**src/rtl/fetch_aligner.sv**
```systemverilog
// rtl/fetch_aligner.sv - instruction fetch and halfword realignment buffer; RV32C support under FETCH_ALIGNER_COMPRESSED_EN
module fetch_aligner #(
  parameter logic [31:0] RESET_PC = 32'h0000_0000
) (
  input  logic        i_clk,
  input  logic        i_rst_n,
  input  logic        i_redirect,
  input  logic [31:0] i_redirect_pc,
  output logic        o_mem_req,
  output logic [31:0] o_mem_addr,
  input  logic        i_mem_ack,
  input  logic [31:0] i_mem_rdata,
  output logic        o_inst_valid,
  input  logic        i_inst_ready,
  output logic [31:0] o_inst,
  output logic [31:0] o_inst_pc,
  output logic        o_compressed
);

`ifdef FETCH_ALIGNER_COMPRESSED_EN
  localparam bit COMP_EN = 1'b1;
`else
  localparam bit COMP_EN = 1'b0;
`endif

  // Without compressed support every PC is word aligned, so bit 1 is dropped too.
  localparam logic [31:0] PC_MASK = COMP_EN ? 32'hFFFF_FFFE : 32'hFFFF_FFFC;

  // Halfword FIFO packed into one vector: entry 0 (oldest) in bits [15:0].
  // Bits above cnt halfwords are kept at zero so a push can simply OR in.
  logic [63:0] hw_q;
  logic [2:0]  cnt;
  logic [31:0] head_pc;
  logic [31:0] fetch_addr;
  logic        drop_hi;

  logic [15:0] h0;
  logic [15:0] h1;
  logic        is_comp;
  logic        inst_valid;
  logic        pop;
  logic        ack;
  logic [2:0]  pop_n;
  logic [2:0]  cnt_after_pop;
  logic [2:0]  push_n;
  logic [31:0] push_data;
  logic [63:0] hw_next;

  assign h0 = hw_q[15:0];
  assign h1 = hw_q[31:16];

  // Head decode, pop/push sizing, request generation and next buffer image
  always_comb begin
    is_comp       = COMP_EN && (h0[1:0] != 2'b11);
    inst_valid    = is_comp ? (cnt >= 3'd1) : (cnt >= 3'd2);
    pop           = inst_valid & i_inst_ready & ~i_redirect;
    pop_n         = !pop ? 3'd0 : (is_comp ? 3'd1 : 3'd2);
    cnt_after_pop = cnt - pop_n;
    o_mem_req     = i_rst_n & (cnt_after_pop <= 3'd2) & ~i_redirect;
    ack           = i_mem_ack & o_mem_req;
    if (drop_hi) begin
      push_data = {16'h0000, i_mem_rdata[31:16]};
      push_n    = ack ? 3'd1 : 3'd0;
    end else begin
      push_data = i_mem_rdata;
      push_n    = ack ? 3'd2 : 3'd0;
    end
    hw_next = hw_q >> {pop_n, 4'b0000};
    if (ack) begin
      hw_next = hw_next | ({32'h0000_0000, push_data} << {cnt_after_pop, 4'b0000});
    end
  end

  assign o_mem_addr   = fetch_addr;
  assign o_inst_valid = inst_valid;
  assign o_compressed = inst_valid & is_comp;
  assign o_inst       = !inst_valid ? 32'h0 : (is_comp ? {16'h0000, h0} : {h1, h0});
  assign o_inst_pc    = inst_valid ? head_pc : 32'h0;

  // Buffer, count and PC state; a redirect flushes and overrides ack and pop
  always_ff @(posedge i_clk or negedge i_rst_n) begin
    if (!i_rst_n) begin
      hw_q       <= 64'h0;
      cnt        <= 3'd0;
      head_pc    <= RESET_PC & PC_MASK;
      fetch_addr <= {RESET_PC[31:2], 2'b00};
    end else if (i_redirect) begin
      hw_q       <= 64'h0;
      cnt        <= 3'd0;
      head_pc    <= i_redirect_pc & PC_MASK;
      fetch_addr <= {i_redirect_pc[31:2], 2'b00};
    end else begin
      hw_q    <= hw_next;
      cnt     <= cnt_after_pop + push_n;
      head_pc <= head_pc + {28'h0, pop_n, 1'b0};
      if (ack) begin
        fetch_addr <= fetch_addr + 32'd4;
      end
    end
  end

`ifdef FETCH_ALIGNER_COMPRESSED_EN
  // A halfword-offset target skips the low half of the first fetched word
  always_ff @(posedge i_clk or negedge i_rst_n) begin
    if (!i_rst_n) begin
      drop_hi <= RESET_PC[1];
    end else if (i_redirect) begin
      drop_hi <= i_redirect_pc[1];
    end else if (ack) begin
      drop_hi <= 1'b0;
    end
  end
`else
  assign drop_hi = 1'b0;
`endif

endmodule

```
**config.mk**
```make
export PLATFORM = sky130hd
export DESIGN_NAME = fetch_aligner
export DESIGN_NICKNAME = d
export VERILOG_FILES = /design/src/rtl/fetch_aligner.sv
export SDC_FILE = /design/constraint.sdc
export NUM_CORES = 1
export LEC_CHECK = 0
export BUFFER_PORTS_ARGS = -buffer_cell sky130_fd_sc_hd__buf_2
export CAP_MARGIN = 20
export CORE_MARGIN = 4
export CORE_UTILIZATION = 55
export CTS_BUF_LIST = sky130_fd_sc_hd__clkbuf_2 sky130_fd_sc_hd__clkbuf_4 sky130_fd_sc_hd__clkbuf_8
export CTS_CLUSTER_SIZE = 20
export DETAILED_ROUTE_END_ITERATION = 6
export GPL_TIMING_DRIVEN = 1
export PLACE_DENSITY = 0.81
export SLEW_MARGIN = 20
export SYNTH_ARGS = -nofsm -noshare
export SYNTH_HDL_FRONTEND = slang
export SYNTH_SLANG_ARGS = --single-unit
```
**constraint.sdc**
```tcl
create_clock -name i_clk -period 3.7 [get_ports i_clk]
set_input_delay 0 -clock i_clk [delete_from_list [all_inputs] [get_ports i_clk]]
set_output_delay 0 -clock i_clk [all_outputs]
set_load 0.01 [all_outputs]
```
== Word level (Yosys, flattened, before mapping) ==
Cells that the tools add are included.

* Flip-flop bits (word level): 131
* Bits of input ports: 69
* Output and inout bits: 99
* Logic and storage cells: 30

* $add $sub $neg: 4
* Order comparisons: 2
* Shifts and indexed selects: 2
* Multiplexer cells: 10
* Bitwise operators: 7
* Reduce and logical (&&, ||, !) cells: 1

{| class="wikitable"
|+ Operator list
! cell !! number
|-
| $mux W32 || 5
|-
| $mux W64 || 2
|-
| $or A64 B64 Y64 || 1
|-
| $shl A32 B7 Y64 || 1
|-
| $shr A64 B6 Y64 || 1
|-
| $add A32 B3 Y32 || 1
|-
| $add A32 B3 Y32 const B || 1
|-
| $and A1 B1 Y1 || 5
|-
| $mux W2 || 2
|-
| $add A3 B2 Y3 || 1
|-
| $ge A3 B2 Y1 const B || 1
|-
| $le A3 B2 Y1 const B || 1
|-
| $mux W3 || 1
|-
| $sub A3 B2 Y3 || 1
|-
| $reduce_bool A2 Y1 || 1
|-
| $not A1 Y1 || 1
|}

== Longest topological paths before layout ==
* Word-level depth: 12
* Mapped depth: 15
* Mapped depth without buffers: 11

== Worst setup path before layout ==
OpenSTA, ideal clock, no wires.

* Path type: reg-to-reg
* Start point: register cnt[2]
* End point: register cnt[1]
* Setup time: 130 ps
* Arrival: 2916 ps
* Required time: 3570 ps
* Path slack: 654 ps
* Stages on the path, launching flop included: 15
* Buffers on the path: 4
* Period minus slack after synthesis: 3046 ps
* Path through: dfrtp_1 -> nor2_1 -> inv_1 -> nand2_1 -> clkbuf_1 -> clkbuf_1 -> nor2_1 -> ha_1 -> xor2_1 -> or3_1 -> buf_2 -> clkinv_1 -> buf_2 -> ha_1 -> nor2b_1

* Cells in the longest elaborated chain, start to end: 12

{| class="wikitable"
|+ Ends and longest elaborated chain
! element !! RTL line !! RTL
|-
| from (decl) || 32 || <nowiki>logic [2:0] cnt;</nowiki>
|-
| from (signal assigned) || 94 || <nowiki>cnt <= cnt_after_pop + push_n;</nowiki>
|-
| $ge A3 B2 Y1 || 55 || <nowiki>inst_valid = is_comp ? (cnt >= 3'd1) : (cnt >= 3'd2);</nowiki>
|-
| $and A1 B1 Y1 (2 in a row) || 56 || <nowiki>pop = inst_valid & i_inst_ready & ~i_redirect;</nowiki>
|-
| $mux W2 || 57 || <nowiki>pop_n = !pop ? 3'd0 : (is_comp ? 3'd1 : 3'd2);</nowiki>
|-
| $sub A3 B2 Y3 * || 58 || <nowiki>cnt_after_pop = cnt - pop_n;</nowiki>
|-
| $le A3 B2 Y1 || 59 || <nowiki>o_mem_req = i_rst_n & (cnt_after_pop <= 3'd2) & ~i_redirect;</nowiki>
|-
| $and A1 B1 Y1 (2 in a row) || 59 ||
|-
| $and A1 B1 Y1 || 60 || <nowiki>ack = i_mem_ack & o_mem_req;</nowiki>
|-
| $mux W2 || 66 || <nowiki>push_n = ack ? 3'd2 : 3'd0;</nowiki>
|-
| $add A3 B2 Y3 * || 94 ||
|-
| $mux W3 * || 87 || <nowiki>end else if (i_redirect) begin</nowiki>
|}

Every way passes the cells marked *; elsewhere a longest branch is shown, timed or not.
A chain may end at the register's enable or synchronous reset.

== Worst setup path in the final report ==
Same ends and word-level chain as after synthesis.

==> impl_metrics.tcl <==
set metrics [dict create \
    outcome "complete, no violations" \
    critPathSlowestCell "clkinv_1" \
    met3WireLength_mm 1.79 \
    vias 6948 \
    grt_pass1_wl_mm 33.3 \
    worst-setup-path-type "reg -> reg" \
    p_int_mw 2.52 \
    drtAntennaViolNets 0 \
    grt_use_total_pct 28.4 \
    wl_met2_mm 9.83 \
    synth-seq-area-share_pct 45.3 \
    max_clock_freq_mhz 325 \
    combPwrFrac_pct 19.7 \
    syn_area_sq_um 6960 \
    grt_setup_unrepaired "false" \
    gp_congestion 0.897 \
    port-buffer-count 160 \
    hold_violations 0 \
    core.rowCount 40 \
    fillers 889 \
    clk-insertion-delay-late_ns 0.46 \
    critPathMaxFanout 17 \
    drive_gt1_share_pct 22.2 \
    swShare_pct 31.0 \
    first_global_vias 6770 \
    seq_area_sq_um 3150 \
    cts_max_level 4 \
    ys_warn_count 0 \
    drt_wl_total_mm 20.3 \
    cts-root-buf "clkbuf_8" \
    drt_iter0_markers 750 \
    crit_buf_inv 3 \
    cp.required_ns 4.00 \
    yosysTopAreaCellShare_pct 45.3 \
    slew_violations 0 \
    dieArea_sq_um 14500 \
    synth_ff_type "dfrtp_1" \
    max-vdd-ir-drop_mv 0.323 \
    cts_tree "yes" \
    syn_area_per_cell_sq_um 8.78 \
    cts_hold_buf 64 \
    start_util_pct 57.0 \
    worstMarginPinSlew_ns 0.983 \
    crit_family "buffers and inverters" \
    worstPathCellList "nor2_1, inv_1, nand2_2, nor2_1, ha_1, xor2_1, buf_4, or3_1, clkinv_1, ha_1, nor2b_1" \
    slew_headroom_pct 34.4 \
    io_pins 168 \
    core_sq_um 12200 \
    critPathArrivalTime_ns 3.38 \
    ys_seq_elements 126 \
    finalSetupViolations 0 \
    fin_crit_sh_pct 83.2 \
    skew_ns 0.0112 \
    synth_edf_count 0 \
    met1_length_mm 8.23 \
    async_reset_ff_share_pct 100 \
    dp_hpwl_mm 12.7 \
    cts_buffers 17 \
    highest_layer "met4" \
    die_x_um 120 \
    cts_setup_buffers 0 \
    ctsLongestPathBuffers 2 \
    pre_cts_ws_ns 0.673 \
    num-nets-final 1060 \
    min_period_ns 3.08 \
    drv_cap 0 \
    yosysUniqueCellTypes 59 \
    worst_setup_path_start_kind "register" \
    wl_per_cell_um 17.4 \
    setup_tns_ns 0 \
    fin_ws_ns 0.620 \
    yosys.area.top_type "dfrtp_1" \
    gr-total-overflow 0 \
    worst_setup_path_end_kind "register" \
    cts.clk_slew.worst_paths_ns 0.08 \
    ctsResizeCount 0 \
    yosys-top-cells-count "dfrtp_1 (126), nand2_1 (117), nor2_1 (72), and2_1 (62)" \
    p_sw_mw 1.13 \
    antenna_found_initial 0 \
    drc 0 \
    die_y_um 120 \
    synth_area_leaders "dfrtp_1 (45%), nand2_1 (6.3%), and2_1 (5.6%)" \
    area_delta_synth_final_pct 28.0 \
    vias_per_cell 5.95 \
    pwr-share-seq_pct 43.6 \
    grt_max_degree 97 \
    pwr-share-clk_pct 36.8 \
    synthCells 792 \
    dr.pass1.iters 6 \
    p_per_area_nw_per_um2 410 \
    yosysMostFrequentCell "dfrtp_1" \
    crit_path_max_incr_delay_ns 0.50 \
    multi_input_area_sq_um 3500 \
    cts_sinks 126 \
    final_area_sq_um 8900 \
    hold_class "in -> reg" \
    postPlaceCellArea_sq_um 7820 \
    p_leak_nw 3.93 \
]
## state kept, by name, indices dropped and copies added (netlist names)
name and count:
cnt 2, hw_q 64, o_mem_addr 30, head_pc 30
## final cells by class
type | instances | area share, %
sequential | 126 | 35.4
timing repair buffer | 236 | 17.3
antenna | 1 | 0.0281
multi-input combinational | 589 | 39.3
tap | 168 | 2.36
inverter | 16 | 0.675
clock buffer | 19 | 2.87
clock inverter | 13 | 2.12
## power by group through the flow
stage / registers [mW] / clock network (mW) / logic [mW]
final: 1.59 / 1.34 / 0.718
after floorplan: 1.59 / 0 / 0.400
after global routing: 1.61 / 1.42 / 0.792
after CTS: 1.59 / 1.35 / 0.714
after detailed placement: 1.61 / 0 / 0.659
after global placement: 1.61 / 0 / 0.646
## routing by layer
metal / up-vias / track usage (%)
li1: 3236 / -
met5: - / 0
met3: 42 / 8.37
met1: 3325 / 37.0
met2: 345 / 45.0
met4: 0 / 10.6
## logic make-up (layout without fill, tap and decap cells)
logic type / Yosys count / count (layout) / share of synthesized area [%]
AO/OA/AOI/OAI: 152 / 152 / 15.7
XOR/XNOR: 18 / 18 / 2.27
adder cells (fa/ha/maj): 5 / 5 / 0.899
buffers and inverters: 81 / 284 / 4.91
flip-flops: 126 / 126 / 45.3
multiplexers: 8 / 8 / 1.28
other: 1 / 6 / 0.0539
AND/OR/NAND/NOR: 401 / 401 / 29.6
## worst register-to-register path: cells and delay by family (launching register included)
family                   cells  cell delay, ns
buffers and inverters        3            0.86
AND/OR/NAND/NOR              5            0.84
adder cells (fa/ha/maj)      2            0.69
flip-flops                   1            0.39
XOR/XNOR                     1            0.15
## worst paths after layout
| kind | startpoint | end | slack (ns) | cells after the start |
|---|---|---|---|---|
| max in group asynchronous | i_rst_n | o_mem_addr[23] | 2.06 | 4 |
| worst min-delay path | i_inst_ready | head_pc[2] | 0.15 | 6 |
| worst max register to register | cnt[2] | cnt[1] | 0.62 | 11 |
| worst max-delay path | cnt[2] | cnt[1] | 0.62 | 11 |
| worst min register to register | hw_q[59] | hw_q[59] | 0.52 | 2 |
| min in group asynchronous | i_rst_n | o_mem_addr[14] | 0.32 | 3 |
## layout by cell type (no fill, tap or decap), types with 10 or more instances in the layout
cell type	Yosys	final
a211oi_1	20	20
a22oi_1	24	24
a31oi_1	44	44
and2_1	62	62
and4_1	15	15
buf_2	9	158
buf_4	5	14
clkbuf_8	0	18
dfrtp_1	126	126
dlygate4sd3_1	0	64
inv_1	15	14
nand2_1	117	116
nand3_1	29	29
nand4_1	20	20
nor2_1	72	72
nor3_1	22	22
nor4_1	19	19
o21ai_0	10	10
xnor2_1	10	10
## metrics by stage
stage	utilization (%)	std cells	power (mW)	hold slack [ns]
after CTS	72.9	1167	3.65	0.151
after detailed placement	64.0	1071	2.27	0.247
after global routing	72.9	1167	3.82	0.229
after global placement	64.0	1071	2.26	0.240
after floorplan	-	796	1.99	-0.296
final	72.9	1168	3.65	0.148
Note: power is estimated with default switching activity, not from simulation.
